### config.mk
export PLATFORM = sky130hd
export DESIGN_NAME = hazard_ctrl
export DESIGN_NICKNAME = d
export VERILOG_FILES = /design/src/rtl/hazard_ctrl.sv
export SDC_FILE = /design/constraint.sdc
export NUM_CORES = 1
export LEC_CHECK = 0
export BUFFER_PORTS_ARGS = -buffer_cell sky130_fd_sc_hd__buf_2
export CORE_UTILIZATION = 36
export CTS_CLUSTER_DIAMETER = 50
export DETAILED_ROUTE_END_ITERATION = 6
export PLACE_DENSITY = 0.73
export SETUP_SLACK_MARGIN = 0.02
export SLEW_MARGIN = 20
export SYNTH_ARGS = -nofsm -noshare
export SYNTH_HDL_FRONTEND = slang
export SYNTH_SLANG_ARGS = --single-unit
### constraint.sdc
create_clock -name clk -period 1.7 [get_ports clk]
set_input_delay 0 -clock clk [delete_from_list [all_inputs] [get_ports clk]]
set_output_delay 0 -clock clk [all_outputs]
set_load 0.02 [all_outputs]
### src/rtl/hazard_ctrl.sv
// Pipeline hazard controller: load-use stalls, taken-branch squash and halt drain,
// all with parameterised lengths. Drives PC/IF-ID hold, IF-ID flush and ID-EX bubble.
module hazard_ctrl #(
   parameter int         INSTR_W     = 16,
   parameter int         REG_W       = 4,
   parameter int         LOAD_STALL  = 1,
   parameter int         BR_FLUSH    = 2,
   parameter int         HALT_DRAIN  = 3,
   parameter logic [3:0] HLT_OP      = 4'hF,
   parameter int         ZERO_REG_HW = 1
) (
   input  logic               clk,
   input  logic               rst,
   input  logic [INSTR_W-1:0] if_id_instr,
   input  logic [INSTR_W-1:0] id_ex_instr,
   input  logic               id_ex_memread,
   input  logic               branch_taken,
   output logic               stall,
   output logic               flush_if_id,
   output logic               flush_id_ex,
   output logic               hlt,
   output logic               busy
);

   localparam int MAX_CNT = (LOAD_STALL > BR_FLUSH)
                            ? ((LOAD_STALL > HALT_DRAIN) ? LOAD_STALL : HALT_DRAIN)
                            : ((BR_FLUSH > HALT_DRAIN) ? BR_FLUSH : HALT_DRAIN);
   localparam int CNT_W = $clog2(MAX_CNT + 1);

   localparam logic [CNT_W-1:0] LS_LOAD = CNT_W'(LOAD_STALL - 1);
   localparam logic [CNT_W-1:0] BR_LOAD = CNT_W'(BR_FLUSH - 1);
   localparam logic [CNT_W-1:0] HD_LOAD = CNT_W'(HALT_DRAIN - 1);
   localparam logic [CNT_W-1:0] CNT_ONE = CNT_W'(1);

   localparam logic [2:0] S_RUN    = 3'd0;
   localparam logic [2:0] S_LSTALL = 3'd1;
   localparam logic [2:0] S_BFLUSH = 3'd2;
   localparam logic [2:0] S_DRAIN  = 3'd3;
   localparam logic [2:0] S_HALTED = 3'd4;

   logic [2:0]       state_q, state_d;
   logic [CNT_W-1:0] cnt_q, cnt_d;

   logic [REG_W-1:0] ex_rd;
   logic [REG_W-1:0] id_rs;
   logic [REG_W-1:0] id_rt;
   logic             is_halt;
   logic             load_use;
   logic             unused_bits;

   assign ex_rd   = id_ex_instr[3*REG_W-1 -: REG_W];
   assign id_rs   = if_id_instr[2*REG_W-1 -: REG_W];
   assign id_rt   = if_id_instr[REG_W-1:0];
   assign is_halt = (if_id_instr[INSTR_W-1 -: 4] == HLT_OP);

   // Writes to register 0 are discarded in hardware, so they cannot create a dependency.
   assign load_use = id_ex_memread && ((ex_rd == id_rs) || (ex_rd == id_rt))
                     && ((ZERO_REG_HW == 0) || (ex_rd != '0));

   // Remaining instruction bits carry no hazard information.
   assign unused_bits = ^{if_id_instr, id_ex_instr};

   // NOTE: every output and next-state signal gets a default first, so no path
   // through the case statement can infer a latch.
   always_comb begin
      state_d     = state_q;
      cnt_d       = cnt_q;
      stall       = 1'b0;
      flush_if_id = 1'b0;
      flush_id_ex = 1'b0;
      case (state_q)
         S_RUN, S_LSTALL: begin
            if (branch_taken) begin
               flush_if_id = 1'b1;
               flush_id_ex = 1'b1;
               state_d     = (BR_FLUSH > 1) ? S_BFLUSH : S_RUN;
               cnt_d       = (BR_FLUSH > 1) ? BR_LOAD : '0;
            end else if (state_q == S_LSTALL) begin
               stall       = 1'b1;
               flush_id_ex = 1'b1;
               state_d     = (cnt_q <= CNT_ONE) ? S_RUN : S_LSTALL;
               cnt_d       = (cnt_q <= CNT_ONE) ? '0 : cnt_q - CNT_ONE;
            end else if (is_halt) begin
               stall   = 1'b1;
               state_d = S_DRAIN;
               cnt_d   = HD_LOAD;
            end else if (load_use) begin
               stall       = 1'b1;
               flush_id_ex = 1'b1;
               state_d     = (LOAD_STALL > 1) ? S_LSTALL : S_RUN;
               cnt_d       = (LOAD_STALL > 1) ? LS_LOAD : '0;
            end
         end
         S_BFLUSH: begin
            flush_if_id = 1'b1;
            flush_id_ex = 1'b1;
            state_d     = (cnt_q <= CNT_ONE) ? S_RUN : S_BFLUSH;
            cnt_d       = (cnt_q <= CNT_ONE) ? '0 : cnt_q - CNT_ONE;
         end
         S_DRAIN: begin
            // Halt is committed once decoded; a late branch cannot cancel it.
            stall   = 1'b1;
            state_d = (cnt_q == '0) ? S_HALTED : S_DRAIN;
            cnt_d   = (cnt_q == '0) ? '0 : cnt_q - CNT_ONE;
         end
         S_HALTED: begin
            stall = 1'b1;
         end
         default: begin
            state_d = S_RUN;
            cnt_d   = '0;
         end
      endcase
   end

   // NOTE: state flops use non-blocking assignments so every flop samples
   // pre-edge values regardless of block evaluation order.
   always_ff @(posedge clk or negedge rst) begin
      if (!rst) begin
         state_q <= S_RUN;
         cnt_q   <= '0;
      end else begin
         state_q <= state_d;
         cnt_q   <= cnt_d;
      end
   end

   assign hlt  = (state_q == S_HALTED);
   assign busy = (state_q != S_RUN);

endmodule

==> summary.txt <==
GRT
  • GR Overflow Total: 0
  • GRT Total Usage: 18.8%
  • Global-route wire length before repair: 1.99 mm
  • Vias in the first global route: 495
  • Initial antenna violation count: 0
  • Pin count of the biggest net entering global routing: 13

Synthesis
  • Post-synth top area cell: dfrtp_1
  • Synth warnings: 0
  • Cells after Synth: 60
  • Post-synth top area share: 25.6%
  • Post-synthesis cell type count: 33
  • Syn Area/Cell: 8.13 um^2
  • Area contributors post-synth: dfrtp_1, xor2_1, nand2b_1
  • Synthesis-stage register bit count: 5
  • Post-synth EDFFs: 0
  • Top-count cell post-synth: xor2_1
  • Sequential area share after synthesis: 25.6%
  • Syn_nets: 96
  • Post-synth top cells: xor2_1, nor2_1, dfrtp_1
  • Mapped cell area: 488 um^2
  • Top_reg_cell synth: dfrtp_1
  • Async SR Flop Fraction: 100%

Power and ir drop
  • Final Power: 0.666 mW
  • Pwr dens: 1020 mW/mm^2
  • VDD IR max: 0.413 mV
  • Leak Pwr: 0.327 nW

Critical path
  • Required @ worst endpoint: 1700 ps
  • Worst-path fanout max: 12
  • Worst setup startpoint: state_q[0]
  • Crit Path Class: reg2out
  • Worst Setup EP: flush_id_ex
  • Worst Setup End Kind: output port
  • Reg2Reg Setup Slack: 280 ps
  • Crit path arrival time: 1430 ps
  • Reg2reg path depth: 4
  • Critical R2R Launch: state_q[1]
  • Crit Reg-Reg Endpoint: cnt_q[1]
  • Worst setup SP type: register

STA
  • Final slew viol count: 0
  • Final worst path period share: 84.3%
  • RSZ-0062 raised after global routing: false
  • Setup TNS Final: 0 ps
  • Fmax: 0.698 GHz
  • Hold Fails Final Rpt: 0
  • Clk_skew: 1.04 ps
  • Slew of the pin with the lowest slew margin: 350 ps
  • Max-slew headroom: 76.5%
  • Final setup violation count: 0
  • Final critical-path required period: 1430 ps

Finish
  • Layout area overhead: 33.6%
  • Post-route cell area: 652 um^2
  • Fin nets: 123
  • Final core occ: 55.0%
  • Layout cells sized above 1: 36.0%
  • Antenna fix cells: 0

Clocking
  • Num CTS Buffers: 3
  • Clock root cell: clkbuf_4
  • CTS sink cnt: 5
  • CTS tree: built
  • Worst skew pair latency: 230 ps
  • Clock transition at path regs: 40 ps
  • Clock Path Buffers: 2
  • H-tree Lvls: 1

Route
  • DRT antenna net count: 0
  • DRC: 0
  • Via count: 538
  • Routed wire length per instance: 11.6 um
  • Detailed Routing Iterations Pass 1: 4
  • Avg Vias per Cell: 5.38
  • Final wirelength: 1.16 mm
  • Initial DRC count: 14

Die
  • Starting Density: 41.1%
  • Die area: 0.00151 mm^2
  • I/O pin count: 41
  • Die height: 38.8 um
  • Row count: 12
  • Area of the core: 0.00119 mm^2
  • Die width: 38.8 um

Placed design
  • GP Congestion: 0.675
  • DP Wirelength: 952 um
  • Cell area after placement: 616 um^2
  • I/O Buffers: 24

Worst hold path
  • Hold WC Path Type: in2async

Status
  • Status: finished, final reports clean

Job
  • Maximum capacitance violations: 0
==> final cells by class <==
cell class                 count  area, um^2
fill                         118         534
clock buffer                   4        26.3
multi-input combinational     48         334
tap                           14        17.5
sequential                     5         125
timing repair buffer          26         138
inverter                       3        11.3
==> worst max-delay path, stage by stage, from the launching register on <==
cell,delay (ps)
dfrtp_1,500
nand2_1,180
nand2b_1,100
nand2b_1,150
o22ai_1,100
buf_2,180
==> cells by family after synthesis <==
| logic type | Yosys count | synth area share [%] |
|---|---|---|
| DFF | 5 | 25.6 |
| and+or+nand+nor | 23 | 27.7 |
| muxes | 1 | 2.05 |
| buffers and inverters | 7 | 5.90 |
| xor gates and xnor gates | 8 | 14.4 |
| AOI/OAI and AO/OA | 16 | 24.4 |
==> sequential cells by signal (all words and copies together), names as in the netlist <==
| name | cells |
|---|---|
| cnt_q | 2 |
| state_q | 3 |
==> cell usage in the layout, fill, tap and decap left out, types with 2 or more instances in the layout <==
cell type / count
buf_2: 24
clkbuf_4: 3
dfrtp_1: 5
inv_1: 3
nand2_1: 3
nand2b_1: 4
nor2_1: 6
nor3_1: 2
o21ai_0: 3
xor2_1: 8
==> through the flow <==
step	setup WS (ps)	cells	hold WS, ps
after detailed placement	305	95	-182
after global placement	312	95	-186
after floorplan	370	60	-296
after CTS	256	100	98.2
after global routing	186	100	105
final	267	100	101
==> layer usage <==
metal / track usage, % / routed length, um
met5: 0 / 0
met4: 1.72 / 0
met3: 5.78 / 45
met2: 35.4 / 636
met1: 21.1 / 481
==> what timing repair did <==
item / in CTS / in global routing
gates resized for setup: 0 / 0
hold endpoints to repair: 5 / 0
setup buffers: 0 / 0
hold buffers: 1 / 0
==> worst min-delay path by stage <==
stage,from,to,slack (ps),cells past startpoint
5_1_grt,rst,state_q[0],100,2
3_5_place_dp,rst,cnt_q[1],-180,1
4_1_cts,rst,state_q[2],100,2
2_1_floorplan,rst,cnt_q[0],-300,0
6_report,rst,state_q[2],100,2
3_3_place_gp,rst,state_q[2],-190,1
==> where the power goes <==
| part | total [mW] | leakage (nW) | internal, mW | switching (mW) |
|---|---|---|---|---|
| clock network | 0.133 | 0.0150 | 0.0885 | 0.0449 |
| logic | 0.316 | 0.246 | 0.141 | 0.175 |
| registers | 0.217 | 0.0661 | 0.149 | 0.0680 |
(Power assumes the default switching activity.)
